### config.mk
export PLATFORM = sky130hd
export DESIGN_NAME = ad_frame_align
export DESIGN_NICKNAME = d
export VERILOG_FILES = /design/src/rtl/ad_frame_align.sv
export SDC_FILE = /design/constraint.sdc
export NUM_CORES = 1
export LEC_CHECK = 0
export BUFFER_PORTS_ARGS = -buffer_cell sky130_fd_sc_hd__buf_2
export CAP_MARGIN = 10
export CORE_MARGIN = 10
export CORE_UTILIZATION = 55
export CTS_CLUSTER_DIAMETER = 150
export DETAILED_ROUTE_END_ITERATION = 7
export GPL_ROUTABILITY_DRIVEN = 0
export GPL_TIMING_DRIVEN = 0
export PLACE_DENSITY = 0.75
export SLEW_MARGIN = 20
export SYNTH_ARGS = -nofsm -noshare
export SYNTH_HDL_FRONTEND = slang
export SYNTH_SLANG_ARGS = --single-unit
### constraint.sdc
create_clock -name clk_div_in -period 2.3 [get_ports clk_div_in]
set_input_delay 0.345 -clock clk_div_in [delete_from_list [all_inputs] [get_ports clk_div_in]]
set_output_delay 0.345 -clock clk_div_in [all_outputs]
set_load 0.01 [all_outputs]
### src/rtl/ad_frame_align.sv
`default_nettype none
// ============================================================================
//  Module   : ad_frame_align
//  Purpose  : Bitslip-based frame alignment of the ISERDESE2 FCO word, with
//             lock monitoring, re-alignment and failure reporting.
//  Revision : 1.0  initial release
// ============================================================================
module ad_frame_align #(
  parameter logic [7:0] PATTERN   = 8'hF0,
  parameter int unsigned SLIP_WAIT = 8,
  parameter int unsigned MATCH_CNT = 16,
  parameter int unsigned MAX_SLIP  = 8,
  parameter int unsigned LOSS_CNT  = 4
) (
  input  logic        clk_div_in,
  input  logic        rst_n_in,
  input  logic        dly_rdy_in,
  input  logic        re_align_in,
  input  logic [7:0]  frame_in,
  output logic        bitslip_out,
  output logic        aligned_out,
  output logic        align_fail_out,
  output logic [2:0]  slip_cnt_out,
  output logic [15:0] lock_loss_cnt_out,
  output logic [2:0]  state_out
);

  typedef enum logic [2:0] {
    S_IDLE   = 3'd0,
    S_SETTLE = 3'd1,
    S_CHECK  = 3'd2,
    S_SLIP   = 3'd3,
    S_LOCKED = 3'd4,
    S_FAIL   = 3'd5
  } state_t;

  localparam logic [7:0]  c_WAIT_LOAD = 8'(SLIP_WAIT - 1);
  localparam logic [15:0] c_MATCH_TGT = 16'(MATCH_CNT);
  localparam logic [7:0]  c_MAX_SLIP  = 8'(MAX_SLIP);
  localparam logic [7:0]  c_LOSS_TGT  = 8'(LOSS_CNT);

  state_t      r_state;
  logic [7:0]  r_frame_q;
  logic [7:0]  r_wait_cnt;
  logic [15:0] r_match_cnt;
  logic [7:0]  r_slips_done;
  logic [7:0]  r_miss_cnt;
  logic        r_bitslip;
  logic        r_aligned;
  logic        r_fail;
  logic [2:0]  r_slip_cnt;
  logic [15:0] r_loss_cnt;

  logic        w_match;
  logic        w_abort;
  logic [15:0] w_match_inc;
  logic [7:0]  w_miss_inc;

  assign w_match     = (r_frame_q == PATTERN);
  // Losing IDELAYCTRL ready restarts alignment exactly like an explicit request
  assign w_abort     = re_align_in || (!dly_rdy_in && (r_state != S_IDLE));
  assign w_match_inc = r_match_cnt + 16'd1;
  assign w_miss_inc  = r_miss_cnt + 8'd1;

  always_ff @(posedge clk_div_in) begin
    if (!rst_n_in) begin
      r_state      <= S_IDLE;
      r_frame_q    <= 8'd0;
      r_wait_cnt   <= 8'd0;
      r_match_cnt  <= 16'd0;
      r_slips_done <= 8'd0;
      r_miss_cnt   <= 8'd0;
      r_bitslip    <= 1'b0;
      r_aligned    <= 1'b0;
      r_fail       <= 1'b0;
      r_slip_cnt   <= 3'd0;
      r_loss_cnt   <= 16'd0;
    end else begin
      r_frame_q <= frame_in;
      r_bitslip <= 1'b0;
      if (w_abort) begin
        r_state      <= S_IDLE;
        r_aligned    <= 1'b0;
        r_fail       <= 1'b0;
        r_slip_cnt   <= 3'd0;
        r_slips_done <= 8'd0;
        r_match_cnt  <= 16'd0;
        r_miss_cnt   <= 8'd0;
      end else begin
        case (r_state)
          S_IDLE: begin
            if (dly_rdy_in) begin
              r_state    <= S_SETTLE;
              r_wait_cnt <= c_WAIT_LOAD;
            end
          end
          S_SETTLE: begin
            if (r_wait_cnt == 8'd0) begin
              r_state     <= S_CHECK;
              r_match_cnt <= 16'd0;
            end else begin
              r_wait_cnt <= r_wait_cnt - 8'd1;
            end
          end
          S_CHECK: begin
            if (w_match) begin
              r_match_cnt <= w_match_inc;
              if (w_match_inc == c_MATCH_TGT) begin
                r_state    <= S_LOCKED;
                r_aligned  <= 1'b1;
                r_miss_cnt <= 8'd0;
              end
            end else begin
              r_match_cnt <= 16'd0;
              if (r_slips_done == c_MAX_SLIP) begin
                r_state <= S_FAIL;
                r_fail  <= 1'b1;
              end else begin
                r_state   <= S_SLIP;
                r_bitslip <= 1'b1;
              end
            end
          end
          S_SLIP: begin
            r_slips_done <= r_slips_done + 8'd1;
            r_slip_cnt   <= r_slip_cnt + 3'd1;
            r_state      <= S_SETTLE;
            r_wait_cnt   <= c_WAIT_LOAD;
          end
          S_LOCKED: begin
            if (w_match) begin
              r_miss_cnt <= 8'd0;
            end else if (w_miss_inc == c_LOSS_TGT) begin
              // Lock lost: re-settle from the current slip position, keep slip_cnt
              r_aligned    <= 1'b0;
              r_miss_cnt   <= 8'd0;
              r_slips_done <= 8'd0;
              r_state      <= S_SETTLE;
              r_wait_cnt   <= c_WAIT_LOAD;
              if (r_loss_cnt != 16'hFFFF) begin
                r_loss_cnt <= r_loss_cnt + 16'd1;
              end
            end else begin
              r_miss_cnt <= w_miss_inc;
            end
          end
          S_FAIL: begin
            r_state <= S_FAIL;
          end
          default: begin
            r_state <= S_IDLE;
          end
        endcase
      end
    end
  end

  assign bitslip_out       = r_bitslip;
  assign aligned_out       = r_aligned;
  assign align_fail_out    = r_fail;
  assign slip_cnt_out      = r_slip_cnt;
  assign lock_loss_cnt_out = r_loss_cnt;
  assign state_out         = r_state;

endmodule
`default_nettype wire

==> impl_results.html <==
<table>
<tr><th>Metric</th><th>Value</th></tr>
<tr><th colspan="2">Timing</th></tr>
<tr><td>Max transition margin</td><td>59.8%</td></tr>
<tr><td>Final cycle utilization of the critical path</td><td>a little over nine tenths</td></tr>
<tr><td>Top achievable clock speed</td><td>approximately 450 MHz</td></tr>
<tr><td>Final worst hold slack</td><td>roughly 0.19 ns</td></tr>
<tr><td>Tightest Pin Transition</td><td>0.598 ns</td></tr>
<tr><td>Final setup viols</td><td>0</td></tr>
<tr><td>Worst setup slack after layout</td><td>0.0598 ns</td></tr>
<tr><td>Final setup TNS</td><td>0 ns</td></tr>
<tr><td>Worst setup skew after layout</td><td>between 0.01 and 0.015 ns</td></tr>
<tr><td>Final critical-path required period</td><td>~2.2 ns</td></tr>
<tr><td>Total count of max-transition violations in the final report</td><td>0</td></tr>
<tr><td>Final Hold Viols</td><td>0</td></tr>
<tr><th colspan="2">Floorplan</th></tr>
<tr><td>Horizontal die dimension</td><td>between 100 and 150 um</td></tr>
<tr><td>Area of the core</td><td>approximately 7200 um2</td></tr>
<tr><td>Area enclosed by the die boundary</td><td>11200 um2</td></tr>
<tr><td>I/O pin cnt</td><td>37</td></tr>
<tr><td>Vertical extent of the die</td><td>approximately 110 um</td></tr>
<tr><td>Starting utilization of the core area</td><td>between 50% and 60%</td></tr>
<tr><td>Num rows</td><td>31</td></tr>
<tr><th colspan="2">Place</th></tr>
<tr><td>Post-placement cell count</td><td>641</td></tr>
<tr><td>Input/output buffers</td><td>36</td></tr>
<tr><td>Pre-CTS setup slack</td><td>-0.321 ns</td></tr>
<tr><td>Estimated wirelength of the detail-placed design</td><td>approximately 7.5 mm</td></tr>
<tr><td>Placed standard-cell area</td><td>around 4400 um2</td></tr>
<tr><th colspan="2">CTS</th></tr>
<tr><td>Max Root-Sink Buffers</td><td>2</td></tr>
<tr><td>CTS Root Buffer Type</td><td>sky130_fd_sc_hd__clkbuf_8</td></tr>
<tr><td>Clock-pin slew on the worst setup and hold paths</td><td>around 0.09 ns</td></tr>
<tr><td>Number of buffers added by the clock tree synthesis step</td><td>9</td></tr>
<tr><td>CTS tree</td><td>done</td></tr>
<tr><td>Worst skew pair latency</td><td>0.36 ns</td></tr>
<tr><td>Count of H-tree levels built during CTS</td><td>3</td></tr>
<tr><td>CTS sink cnt</td><td>73</td></tr>
<tr><th colspan="2">Critical path</th></tr>
<tr><td>Maximum fanout count along the critical path</td><td>10</td></tr>
<tr><td>Reg-to-reg setup timing slack</td><td>0.06 ns</td></tr>
<tr><td>Combined buffer and inverter count along the critical path</td><td>1</td></tr>
<tr><td>Slowest cell delay on critical path</td><td>slightly below 0.5 ns</td></tr>
<tr><td>Required time of the worst setup path</td><td>approximately 2.6 ns</td></tr>
<tr><td>Category of cells accounting for the largest share of critical-path delay</td><td>simple AND/OR/NAND/NOR gates</td></tr>
<tr><td>Data arrival time of the worst path</td><td>2.54 ns</td></tr>
<tr><td>WS Path Type</td><td>reg2reg</td></tr>
<tr><td>Kind of end point of the critical path</td><td>register</td></tr>
<tr><td>Category of the worst setup path launch point</td><td>register</td></tr>
<tr><td>CP dominant cell by count</td><td>sky130_fd_sc_hd__and3_1</td></tr>
<tr><td>Crit path max-delay cell type</td><td>sky130_fd_sc_hd__or4_1</td></tr>
<tr><td>Chain of cells forming the critical path</td><td>ha_1 -&gt; and3_1 -&gt; and3_1 -&gt; clkbuf_1 -&gt; nand4_1 -&gt; nand2_4 -&gt; or4_1 -&gt; a21oi_1</td></tr>
<tr><th colspan="2">Global route</th></tr>
<tr><td>Maximum number of pins on one net before global-route repair</td><td>16</td></tr>
<tr><td>Gr busiest metal</td><td>met2</td></tr>
<tr><td>Met3 Usage GRT</td><td>under 10%</td></tr>
<tr><td>Total global routing track utilization</td><td>18.6%</td></tr>
<tr><td>Wire length of the first global-routing pass</td><td>17.7 mm</td></tr>
<tr><td>Initial antenna violation count</td><td>0</td></tr>
<tr><td>Grt ovf</td><td>0</td></tr>
<tr><td>Number of global-route vias before repair</td><td>roughly 3600</td></tr>
<tr><td>Met2 capacity usage during global routing</td><td>29.8%</td></tr>
<tr><td>GR Layer Usage met1</td><td>24.5%</td></tr>
<tr><th colspan="2">Synthesis</th></tr>
<tr><td>Async set-reset flop share out of synthesis</td><td>0%</td></tr>
<tr><td>EDFF count, synth</td><td>0</td></tr>
<tr><td>Ys Warns</td><td>0</td></tr>
<tr><td>Synth Register Bits</td><td>73</td></tr>
<tr><td>Sequential element share of the synthesized area</td><td>about 36%</td></tr>
<tr><td>Number of different library cells in the post-synthesis netlist</td><td>59</td></tr>
<tr><td>Synth Instances</td><td>approximately 500</td></tr>
<tr><td>Synthesized net count</td><td>~530</td></tr>
<tr><td>Top flip-flop cell by instance count after synthesis</td><td>sky130_fd_sc_hd__dfxtp_1</td></tr>
<tr><td>Mapped Area</td><td>4060 um2</td></tr>
<tr><td>Mean cell area of the mapped netlist</td><td>around 8 um2</td></tr>
<tr><th colspan="2">Finish</th></tr>
<tr><td>Final non-filler cell area</td><td>roughly 4900 um2</td></tr>
<tr><td>Fraction of final layout cells sized beyond drive strength 1</td><td>between 20 and 25%</td></tr>
<tr><td>Area growth syn-to-layout</td><td>21.1%</td></tr>
<tr><td>Post-Layout Cell Count</td><td>666</td></tr>
<tr><td>Number of antenna repair diodes</td><td>0</td></tr>
<tr><td>NumNets Final</td><td>slightly below 600</td></tr>
<tr><th colspan="2">Detailed routing</th></tr>
<tr><td>Overall routed net length</td><td>between 10 and 15 mm</td></tr>
<tr><td>Via count of the routed design</td><td>~4200</td></tr>
<tr><td>Residual antenna-violating net count after detailed routing</td><td>0</td></tr>
<tr><td>Number of iterations in the first detailed-routing pass</td><td>5</td></tr>
<tr><td>DRC violations left</td><td>0</td></tr>
<tr><td>Initial drt markers</td><td>418</td></tr>
<tr><td>WL per Instance</td><td>between 15 and 20 um</td></tr>
<tr><td>Vias/cell</td><td>roughly 6.3</td></tr>
<tr><th colspan="2">Outcome</th></tr>
<tr><td>Result of the run</td><td>completed</td></tr>
<tr><th colspan="2">Power</th></tr>
<tr><td>Power density relative to cell area</td><td>497 nW/um2</td></tr>
<tr><td>Highest ir drop seen on vdd</td><td>375 uV</td></tr>
<tr><td>Static Leakage</td><td>approximately 1.8 nW</td></tr>
<tr><th colspan="2">Worst hold path</th></tr>
<tr><td>Hold crit path type</td><td>in2reg</td></tr>
<tr><th colspan="2">Job</th></tr>
<tr><td>Maximum Capacitance Violations</td><td>0</td></tr>
</table>
## metrics by stage
step | util, % | power (W)
after floorplan | - | 0.00143
after global placement | 60.5 | 0.00148
after detailed placement | 60.5 | 0.00148
after CTS | 64.7 | 0.00245
after global routing | 68.2 | 0.00253
final | 68.2 | 0.00244
## flip-flops by register name, summed over array words and instances, names as in the netlist
register,count
align_fail_out,1
r_frame_q,8
state_out,3
bitslip_out,1
r_miss_cnt,8
lock_loss_cnt_out,16
slip_cnt_out,3
aligned_out,1
r_slips_done,8
r_wait_cnt,8
r_match_cnt,16
## cells in the final DEF (no fill, tap or decap), types with 6 or more instances in the layout
cell type / count
sky130_fd_sc_hd__nand3_1: 26
sky130_fd_sc_hd__a21oi_1: 35
sky130_fd_sc_hd__clkbuf_2: 6
sky130_fd_sc_hd__buf_2: 43
sky130_fd_sc_hd__nand2b_1: 7
sky130_fd_sc_hd__nand4_1: 19
sky130_fd_sc_hd__nor3_1: 13
sky130_fd_sc_hd__nand2_1: 36
sky130_fd_sc_hd__and3_1: 12
sky130_fd_sc_hd__and2_1: 12
sky130_fd_sc_hd__xor2_1: 8
sky130_fd_sc_hd__dfxtp_1: 67
sky130_fd_sc_hd__clkbuf_8: 9
sky130_fd_sc_hd__or3_1: 13
sky130_fd_sc_hd__nor2_1: 39
sky130_fd_sc_hd__buf_4: 10
sky130_fd_sc_hd__xnor2_1: 6
sky130_fd_sc_hd__o21ai_0: 39
sky130_fd_sc_hd__clkbuf_1: 7
sky130_fd_sc_hd__ha_1: 8
sky130_fd_sc_hd__inv_1: 16
sky130_fd_sc_hd__a31oi_1: 10
sky130_fd_sc_hd__o31ai_1: 6
## synth_stat cells (2+ instances only)
| library cell | count | area, um2 |
|---|---|---|
| sky130_fd_sc_hd__buf_6 | 2 | 22.5 |
| sky130_fd_sc_hd__a31o_2 | 3 | 26.3 |
| sky130_fd_sc_hd__o211ai_1 | 5 | 37.5 |
| sky130_fd_sc_hd__a211oi_1 | 2 | 15.0 |
| sky130_fd_sc_hd__and3_1 | 12 | 75.1 |
| sky130_fd_sc_hd__or3_1 | 13 | 81.3 |
| sky130_fd_sc_hd__nor2_1 | 39 | 146 |
| sky130_fd_sc_hd__inv_1 | 16 | 60.1 |
| sky130_fd_sc_hd__nor2b_1 | 2 | 12.5 |
| sky130_fd_sc_hd__buf_2 | 8 | 40.0 |
| sky130_fd_sc_hd__o221ai_1 | 3 | 26.3 |
| sky130_fd_sc_hd__o31ai_1 | 6 | 45.0 |
| sky130_fd_sc_hd__o311ai_0 | 5 | 43.8 |
| sky130_fd_sc_hd__a21oi_1 | 37 | 185 |
| sky130_fd_sc_hd__ha_1 | 10 | 125 |
| sky130_fd_sc_hd__nand4b_1 | 4 | 35.0 |
| sky130_fd_sc_hd__and4_1 | 4 | 35.0 |
| sky130_fd_sc_hd__nand3b_1 | 5 | 37.5 |
| sky130_fd_sc_hd__and2_1 | 12 | 75.1 |
| sky130_fd_sc_hd__nand4_1 | 19 | 119 |
| sky130_fd_sc_hd__clkbuf_1 | 17 | 63.8 |
| sky130_fd_sc_hd__xnor2_1 | 8 | 70.1 |
| sky130_fd_sc_hd__nor3_1 | 17 | 85.1 |
| sky130_fd_sc_hd__or4_1 | 4 | 30.0 |
| sky130_fd_sc_hd__nand2b_1 | 7 | 43.8 |
| sky130_fd_sc_hd__dfxtp_1 | 73 | 1460 |
| sky130_fd_sc_hd__a31oi_1 | 11 | 68.8 |
| sky130_fd_sc_hd__o41ai_1 | 4 | 35.0 |
| sky130_fd_sc_hd__a221oi_1 | 3 | 26.3 |
| sky130_fd_sc_hd__mux2i_1 | 5 | 50.1 |
| sky130_fd_sc_hd__nor3_2 | 2 | 20.0 |
| sky130_fd_sc_hd__nand2_1 | 40 | 150 |
| sky130_fd_sc_hd__a32oi_1 | 2 | 17.5 |
| sky130_fd_sc_hd__o211a_1 | 2 | 20.0 |
| sky130_fd_sc_hd__xor2_1 | 8 | 70.1 |
| sky130_fd_sc_hd__o21ai_0 | 40 | 200 |
| sky130_fd_sc_hd__nor4_1 | 8 | 50.1 |
| sky130_fd_sc_hd__nand3_1 | 27 | 135 |
## logic make-up (layout without fill, tap and decap cells)
group	Yosys count	in the layout	synth area share, %
buf+inv	44	104	4.71
fa+ha+maj	10	10	3.08
mux	5	5	1.23
flops	73	73	36.0
compound gates	137	137	21.7
xor+xnor	16	16	3.45
simple gates	221	222	29.9
## worst paths after layout
kind                          endpoint                  from  depth (start not counted)
setup reg to reg  lock_loss_cnt_out[3]  lock_loss_cnt_out[0]                          8
hold reg to reg        slip_cnt_out[1]       slip_cnt_out[1]                          2
setup / recovery  lock_loss_cnt_out[3]  lock_loss_cnt_out[0]                          8
hold / removal            r_frame_q[2]           frame_in[2]                          2
## worst register-to-register path, delay by kind of cell, from the launching register on
| kind | cells | cell delay (ns) |
|---|---|---|
| simple gates | 5 | 1.27 |
| fa+ha+maj | 1 | 0.25 |
| compound gates | 1 | 0.14 |
| flops | 1 | 0.37 |
| buf+inv | 1 | 0.16 |
## per-layer routing
layer,part of all wire (%),vias up
met5,0,-
met4,1.3,0
li1,-,2011
met3,6.7,16
met1,45,1978
met2,47,161
## where the power goes
group	total, W	switching, W	internal, W
Sequential	0.00129	0.0000146	0.00128
Combinational	0.000186	0.000124	0.0000617
Clock	0.000968	0.000559	0.000410
## final cells by class
type                            instances  area [um2]
Sequential cell                        73        1470
Buffer                                 25         146
Tap cell                               99         124
Multi-Input combinational cell        390        2640
Fill cell                             594        2290
Inverter                               16        60.1
Clock inverter                          7        61.3
Timing Repair Buffer                   47         290
Clock buffer                            9         124
## repair_timing
| item | 4_1_cts | 5_1_grt |
|---|---|---|
| hold buffers | 0 | 0 |
| cloned | 0 | 3 |
| gates resized for setup | 24 | 48 |
| endpoints found under the setup margin | 58 | 58 |
| hold endpoints to repair | 0 | 0 |
| pin swaps | 3 | 7 |
| setup buffers | 2 | 7 |
Power figures use the tool's default switching activity.
